$ cat src/rtl/cakegame_fd.sv
// Datapath for the cakegame memory game: sequence RAM, LFSR, counters, button edge detector, LED mux.
// Optional debug taps are enabled by defining CAKEGAME_FD_DEBUG_EN.
module cakegame_fd #(
  parameter int         MEM_DEPTH      = 16,
  parameter int         ADDR_W         = 4,
  parameter int         SHOW_CYCLES    = 1000,
  parameter int         TIMEOUT_CYCLES = 5000,
  parameter int         POINTS_W       = 5,
  parameter logic [7:0] LFSR_SEED      = 8'hA5
) (
  input  logic                clock,
  input  logic                reset,
  input  logic [3:0]          buttons,
  input  logic [1:0]          out_sel,
  input  logic                clear_reg,
  input  logic                enable_reg,
  input  logic                clear_mem_counter,
  input  logic                enable_mem_counter,
  input  logic                clear_show_counter,
  input  logic                enable_show_counter,
  input  logic                enable_timeout_counter,
  input  logic                clear_points_counter,
  input  logic                enable_points_counter,
  input  logic                clear_ram,
  input  logic                enable_ram,
  input  logic                reset_random,
  output logic                end_mem_counter,
  output logic                correct_play,
  output logic                has_play,
  output logic                half_show,
  output logic                end_show,
  output logic                timeout,
  output logic [3:0]          leds,
  output logic [POINTS_W-1:0] points
`ifdef CAKEGAME_FD_DEBUG_EN
  ,
  output logic [ADDR_W-1:0]   db_address,
  output logic [3:0]          db_play,
  output logic [3:0]          db_expected,
  output logic [7:0]          db_lfsr
`endif
);

  localparam int SHOW_W = (SHOW_CYCLES > 1) ? $clog2(SHOW_CYCLES) : 1;
  localparam int TO_W   = (TIMEOUT_CYCLES > 1) ? $clog2(TIMEOUT_CYCLES) : 1;
  localparam logic [7:0]          SEED       = (LFSR_SEED == 8'h00) ? 8'h01 : LFSR_SEED;
  localparam logic [ADDR_W-1:0]   ADDR_LAST  = ADDR_W'(MEM_DEPTH - 1);
  localparam logic [SHOW_W-1:0]   SHOW_LAST  = SHOW_W'(SHOW_CYCLES - 1);
  localparam logic [SHOW_W-1:0]   SHOW_HALF  = SHOW_W'(SHOW_CYCLES / 2 - 1);
  localparam logic [TO_W-1:0]     TO_LAST    = TO_W'(TIMEOUT_CYCLES - 1);
  localparam logic [POINTS_W-1:0] POINTS_MAX = {POINTS_W{1'b1}};

  logic [ADDR_W-1:0]   addr_q, addr_d;
  logic [SHOW_W-1:0]   show_q, show_d;
  logic [TO_W-1:0]     to_q, to_d;
  logic [POINTS_W-1:0] points_q, points_d;
  logic [3:0]          play_q, play_d;
  logic [3:0]          buttons_q, buttons_d;
  logic [3:0]          last_press_q, last_press_d;
  logic                has_play_q, has_play_d;
  logic [7:0]          lfsr_q, lfsr_d;
  logic [3:0]          leds_q, leds_d;
  logic [3:0]          ram_q [MEM_DEPTH];
  logic [3:0]          ram_d [MEM_DEPTH];
  logic [3:0]          rand_play;
  logic [3:0]          expected;
  logic                new_press;

  assign expected  = ram_q[addr_q];
  assign rand_play = 4'b0001 << lfsr_q[1:0];
  assign new_press = (|buttons) & ~(|buttons_q);

  // Counters: clear takes priority over enable.
  always_comb begin
    addr_d = addr_q;
    if (clear_mem_counter) addr_d = '0;
    else if (enable_mem_counter) addr_d = (addr_q == ADDR_LAST) ? '0 : addr_q + ADDR_W'(1);
    else addr_d = addr_q;

    show_d = show_q;
    if (clear_show_counter) show_d = '0;
    else if (enable_show_counter) show_d = (show_q == SHOW_LAST) ? '0 : show_q + SHOW_W'(1);
    else show_d = show_q;

    // A fresh press restarts the idle window; the count parks at the limit.
    to_d = '0;
    if (enable_timeout_counter && !has_play_q) to_d = (to_q == TO_LAST) ? to_q : to_q + TO_W'(1);
    else to_d = '0;

    points_d = points_q;
    if (clear_points_counter) points_d = '0;
    else if (enable_points_counter && (points_q != POINTS_MAX)) points_d = points_q + POINTS_W'(1);
    else points_d = points_q;
  end

  // Button history, play register and LFSR.
  always_comb begin
    buttons_d    = buttons;
    has_play_d   = new_press;
    last_press_d = new_press ? buttons : last_press_q;

    play_d = play_q;
    if (clear_reg) play_d = 4'b0000;
    else if (enable_reg) play_d = last_press_q;
    else play_d = play_q;

    lfsr_d = lfsr_q;
    if (reset_random) lfsr_d = SEED;
    else lfsr_d = {lfsr_q[6:0], lfsr_q[7] ^ lfsr_q[5] ^ lfsr_q[4] ^ lfsr_q[3]};
  end

  // Sequence RAM next state and LED source mux.
  always_comb begin
    for (int i = 0; i < MEM_DEPTH; i++) begin
      ram_d[i] = clear_ram ? 4'b0000
               : (enable_ram && (addr_q == ADDR_W'(i))) ? rand_play : ram_q[i];
    end
    case (out_sel)
      2'b00:   leds_d = 4'b0000;
      2'b01:   leds_d = expected;
      2'b10:   leds_d = buttons;
      2'b11:   leds_d = 4'b0000;
      default: leds_d = 4'b0000;
    endcase
  end

  // State registers with synchronous reset.
  always_ff @(posedge clock) begin
    if (reset) begin
      addr_q       <= '0;
      show_q       <= '0;
      to_q         <= '0;
      points_q     <= '0;
      play_q       <= 4'b0000;
      buttons_q    <= 4'b0000;
      last_press_q <= 4'b0000;
      has_play_q   <= 1'b0;
      lfsr_q       <= SEED;
      leds_q       <= 4'b0000;
      for (int i = 0; i < MEM_DEPTH; i++) ram_q[i] <= 4'b0000;
    end else begin
      addr_q       <= addr_d;
      show_q       <= show_d;
      to_q         <= to_d;
      points_q     <= points_d;
      play_q       <= play_d;
      buttons_q    <= buttons_d;
      last_press_q <= last_press_d;
      has_play_q   <= has_play_d;
      lfsr_q       <= lfsr_d;
      leds_q       <= leds_d;
      for (int i = 0; i < MEM_DEPTH; i++) ram_q[i] <= ram_d[i];
    end
  end

  assign end_mem_counter = (addr_q == ADDR_LAST);
  assign correct_play    = (play_q == expected);
  assign has_play        = has_play_q;
  assign half_show       = (show_q == SHOW_HALF);
  assign end_show        = (show_q == SHOW_LAST);
  assign timeout         = enable_timeout_counter & (to_q == TO_LAST) & ~has_play_q;
  assign leds            = leds_q;
  assign points          = points_q;

`ifdef CAKEGAME_FD_DEBUG_EN
  assign db_address  = addr_q;
  assign db_play     = play_q;
  assign db_expected = expected;
  assign db_lfsr     = lfsr_q;
`endif

endmodule

$ cat config.mk
export PLATFORM = sky130hd
export DESIGN_NAME = cakegame_fd
export DESIGN_NICKNAME = d
export VERILOG_FILES = /design/src/rtl/cakegame_fd.sv
export SDC_FILE = /design/constraint.sdc
export NUM_CORES = 1
export LEC_CHECK = 0
export CAP_MARGIN = 15
export CORE_AREA = 3 3 127 129
export DETAILED_ROUTE_END_ITERATION = 8
export DIE_AREA = 0 0 130 132
export PLACE_DENSITY = 0.51
export SLEW_MARGIN = 20
export SYNTH_ARGS = -nofsm -noshare
export SYNTH_HDL_FRONTEND = slang
export SYNTH_SLANG_ARGS = --single-unit
$ cat constraint.sdc
create_clock -name clock -period 3.6 [get_ports clock]
set_input_delay 0.72 -clock clock [delete_from_list [all_inputs] [get_ports clock]]
set_output_delay 0.72 -clock clock [all_outputs]
set_load 0.05 [all_outputs]
==> impl_summary.txt <==
----------------------------------------------------
[Routing]
  Number of vias after detailed routing ... 3,439
  DRC viols ... 0
  Detail-routed via count per cell ... 5.03
  Iteration count of the initial detailed-routing pass ... 4
  Routed Wire Length ... 11,200 microns
  Drt first-iter violations ... 203
  Routed Antenna Nets ... 0
  Avg WL per Cell ... 16.4 microns

[Floorplanning]
  Area of the core ... 15,100 sq um
  Area enclosed by the die boundary ... 17,200 sq um
  Chip height ... 132 microns
  Boundary pin count ... 35
  Die X ... 130 microns
  Placement Rows ... 45
  Initial standard-cell utilization of the core ... 34.9%

[Pwr]
  Pwr dens ... 529 nW/um^2
  Switching power of the nets ... 0.740 mW
  Max IR drop VDD ... 0.346 mV
  Combinational cell fraction of total power ... 5.6%
  Sum of internal, switching and leakage power ... 3.38 mW
  Static Leak ... 2.32 nW
  Int Pwr ... 2.64 mW
  Sequential group share of total power ... 46.9%
  Switching Share ... 21.9%
  Power share of the clock group ... 47.5%

[Placement]
  Detail Placement HPWL ... 8250 microns
  Port Buffer Count ... 34
  Placer Congestion ... 0.792
  Setup slack after placement ... 410 ps

[Global routing]
  Routing usage on met3 ... 5.23%
  Met1 track demand over resource in global routing ... 18.8%
  Via count of the first global-routing pass ... 3,346
  First-pass GRT wire length ... 18,100 microns
  Total grt overflow ... 0
  Top Usage Layer GRT ... met2
  Maximum number of pins on one net before global-route repair ... 32
  Routing usage on met2 ... 21.1%
  Global-route usage over all layers ... 14.0%
  Antenna violations before repair ... 0

[STA]
  Max-slew headroom at the worst pin ... 42.5%
  Unrepaired setup endpoints after global routing ... no
  Final clock skew ... 6.76 ps
  Post-route setup TNS ... 0 ps
  Max Clk Rate ... 295 MHz
  Hold slack ... 425 ps
  Time the worst path needs with I/O delays and setup ... 3390 ps
  Transition time at the pin with the least slew margin ... 851 ps
  Final Max Slew Viols ... 0
  Worst path setup slack after routing ... 214 ps
  Final setup violation count ... 0
  Final hold violation count ... 0
  Crit share post-route ... 94.1%

[Layout]
  Sequential standard cell area ... 3150 sq um
  Final core occ ... 42.1%
  Layout cell share with drive strength beyond 1 ... 10.5%
  Inserted Diodes ... 0
  Number of fill cells in the layout ... 1,417
  Commonest non-fill, non-tap cells in the layout ... 76 x sky130_fd_sc_hd__nor2_1, 64 x sky130_fd_sc_hd__edfxtp_1, 58 x sky130_fd_sc_hd__dfxtp_1, 33 x sky130_fd_sc_hd__nand2_1, 32 x sky130_fd_sc_hd__clkdlybuf4s50_1
  Commonest non-fill, non-tap cell in the layout ... sky130_fd_sc_hd__nor2_1
  Growth of design area from synthesis to finish ... 20.7%
  Area of the multi-input gates ... 2030 sq um
  Final Net Count ... 511

[Run status]
  Result of the run ... completed

[Synth]
  Average cell area after synthesis ... 11.8 sq um
  Synthesized instance count ... 448
  Share of the yosys chip area belonging to registers ... 59.5%
  Post-synthesis cell type count ... 44
  Post-synthesis net count ... 476
  Netlist Area Pre-Place ... 5290 sq um
  Warning count from the yosys run ... 0
  Flop and latch count out of synthesis ... 125

[Clocking]
  Number of sinks driven by the clock tree ... 125
  TritonCTS Buffers ... 17
  Clock buffer depth ... 2
  Clk root buf ... sky130_fd_sc_hd__clkbuf_16
  CTS H-tree depth ... 4
  Hold buffer count at cts ... 0
  CTS tree ... built
  Number of buffers added for setup after CTS ... 0
  CTS clk-pin slew, worst paths ... 50 ps
  Clock insertion delay at the later pin of the skew report ... 410 ps

[Critical path]
  Crit start category ... register
  Data arrival time of the critical path ... 2670 ps
  Kind of critical path ... register to primary output
  Worst setup slack for register-to-register paths ... 1650 ps
  CP max FO ... 6
  Required time at the endpoint of the critical path ... 2880 ps
  Type of element capturing the critical path ... primary output

[Job]
  Maximum Capacitance Violations ... 0

[Hold path]
  Min-delay worst type ... register to register

----------------------------------------------------
-- through the flow --
step           instance area [sq um]  cells
3_3_place_gp                    5800    652
2_1_floorplan                   5290    448
6_report                        6380    684
4_1_cts                         6360    684
5_1_grt                         6380    684
3_5_place_dp                    5800    652
-- cells in the mapped netlist, drive strengths merged --
library cell  instances  share of area, %
a2111oi               1              0.28
a211o                 3              0.50
a21oi                 7              0.66
a22o                  1              0.17
a22oi                 3              0.43
a31oi                 1              0.12
and2                  4              0.47
and3                  4              0.47
and4                  2              0.33
buf                   6              0.66
clkbuf               16               1.2
dfxtp                61                23
edfxtp               64                36
ha                    8               1.9
inv                   8              0.57
mux2                  4              0.92
mux2i                20               3.8
mux4                 14               6.2
nand2                33               2.3
nand2b                4              0.47
nand3                15               1.4
nand3b                2              0.28
nand4                10               1.2
nor2                 76               5.4
nor2b                10               1.2
nor3                 16               1.5
nor3b                 1              0.14
nor4                  2              0.24
nor4b                 3              0.50
o211ai                2              0.28
o21ai                 7              0.66
o21bai                1              0.14
o22ai                 1              0.12
o41ai                 1              0.17
or3                   5              0.59
or3b                  2              0.33
or4                   1              0.14
xnor2                15               2.5
xor2                 14               2.3
-- final timing paths --
| path | depth (start not counted) | startpoint | to |
|---|---|---|---|
| max | 7 | register | correct_play |
| min | 1 | lfsr_q[6]$_SDFF_PP0_ | lfsr_q[7]$_SDFF_PP1_ |
| max reg2reg | 5 | show_q[0]$_SDFFE_PP0P_ | show_q[9]$_SDFFE_PP0P_ |
| min reg2reg | 1 | lfsr_q[6]$_SDFF_PP0_ | lfsr_q[7]$_SDFF_PP1_ |
-- timing repair --
item	4_1_cts	5_1_grt
hold endpoints to repair	0	0
gates resized for setup	2	3
endpoints found under the setup margin	1	2
-- power by group through the flow --
stage                     Clock [mW]  Sequential [mW]  Combinational (mW)
after detailed placement           0             1.61               0.189
after floorplan                    0             1.60               0.111
after CTS                       1.64             1.58               0.189
after global placement             0             1.61               0.187
after global routing            1.71             1.59               0.208
final                           1.60             1.58               0.191
-- critical path, cell delays in order (launching register included) --
cell,delay (ps)
sky130_fd_sc_hd__dfxtp_2,410
sky130_fd_sc_hd__buf_4,190
sky130_fd_sc_hd__mux4_1,560
sky130_fd_sc_hd__mux2i_1,160
sky130_fd_sc_hd__mux2i_1,130
sky130_fd_sc_hd__xor2_1,210
sky130_fd_sc_hd__a2111oi_4,400
sky130_fd_sc_hd__buf_12,180
-- cell families (layout without fill, tap and decap cells) --
family	Yosys count	count (layout)	share of synthesized area [%]
AND/OR/NAND/NOR	190	190	17.0
flip-flops	125	125	59.5
XOR/XNOR	29	29	4.81
multiplexers	38	38	10.9
buffers and inverters	30	78	2.39
adder cells (fa/ha/maj)	8	8	1.89
AO/OA/AOI/OAI	28	28	3.53
-- per-layer routing --
metal	share of wire [%]	routed length (microns)	vias to the layer above
met1	47	5290	1677
met2	47	5260	74
li1	-	-	1675
met4	1.3	147	0
met5	0	0	-
met3	4.6	518	13
-- state kept, by name (all words and copies together) (netlist names), named ones only --
register,flops
play_q,4
ram_q,64
buttons_q,4
last_press_q,4
has_play,1
lfsr_q,8
addr_q,4
leds,4
show_q,10
points,5
to_q,13
-- cell type report --
cell class	instances	share of cell area (%)
inverter	8	0.471
timing repair buffer	38	6.00
multi-input combinational	293	31.8
tap	188	3.69
clock buffer	17	6.67
sequential	125	49.3
clock inverter	15	2.02
Note: power is estimated with default switching activity, not from simulation.
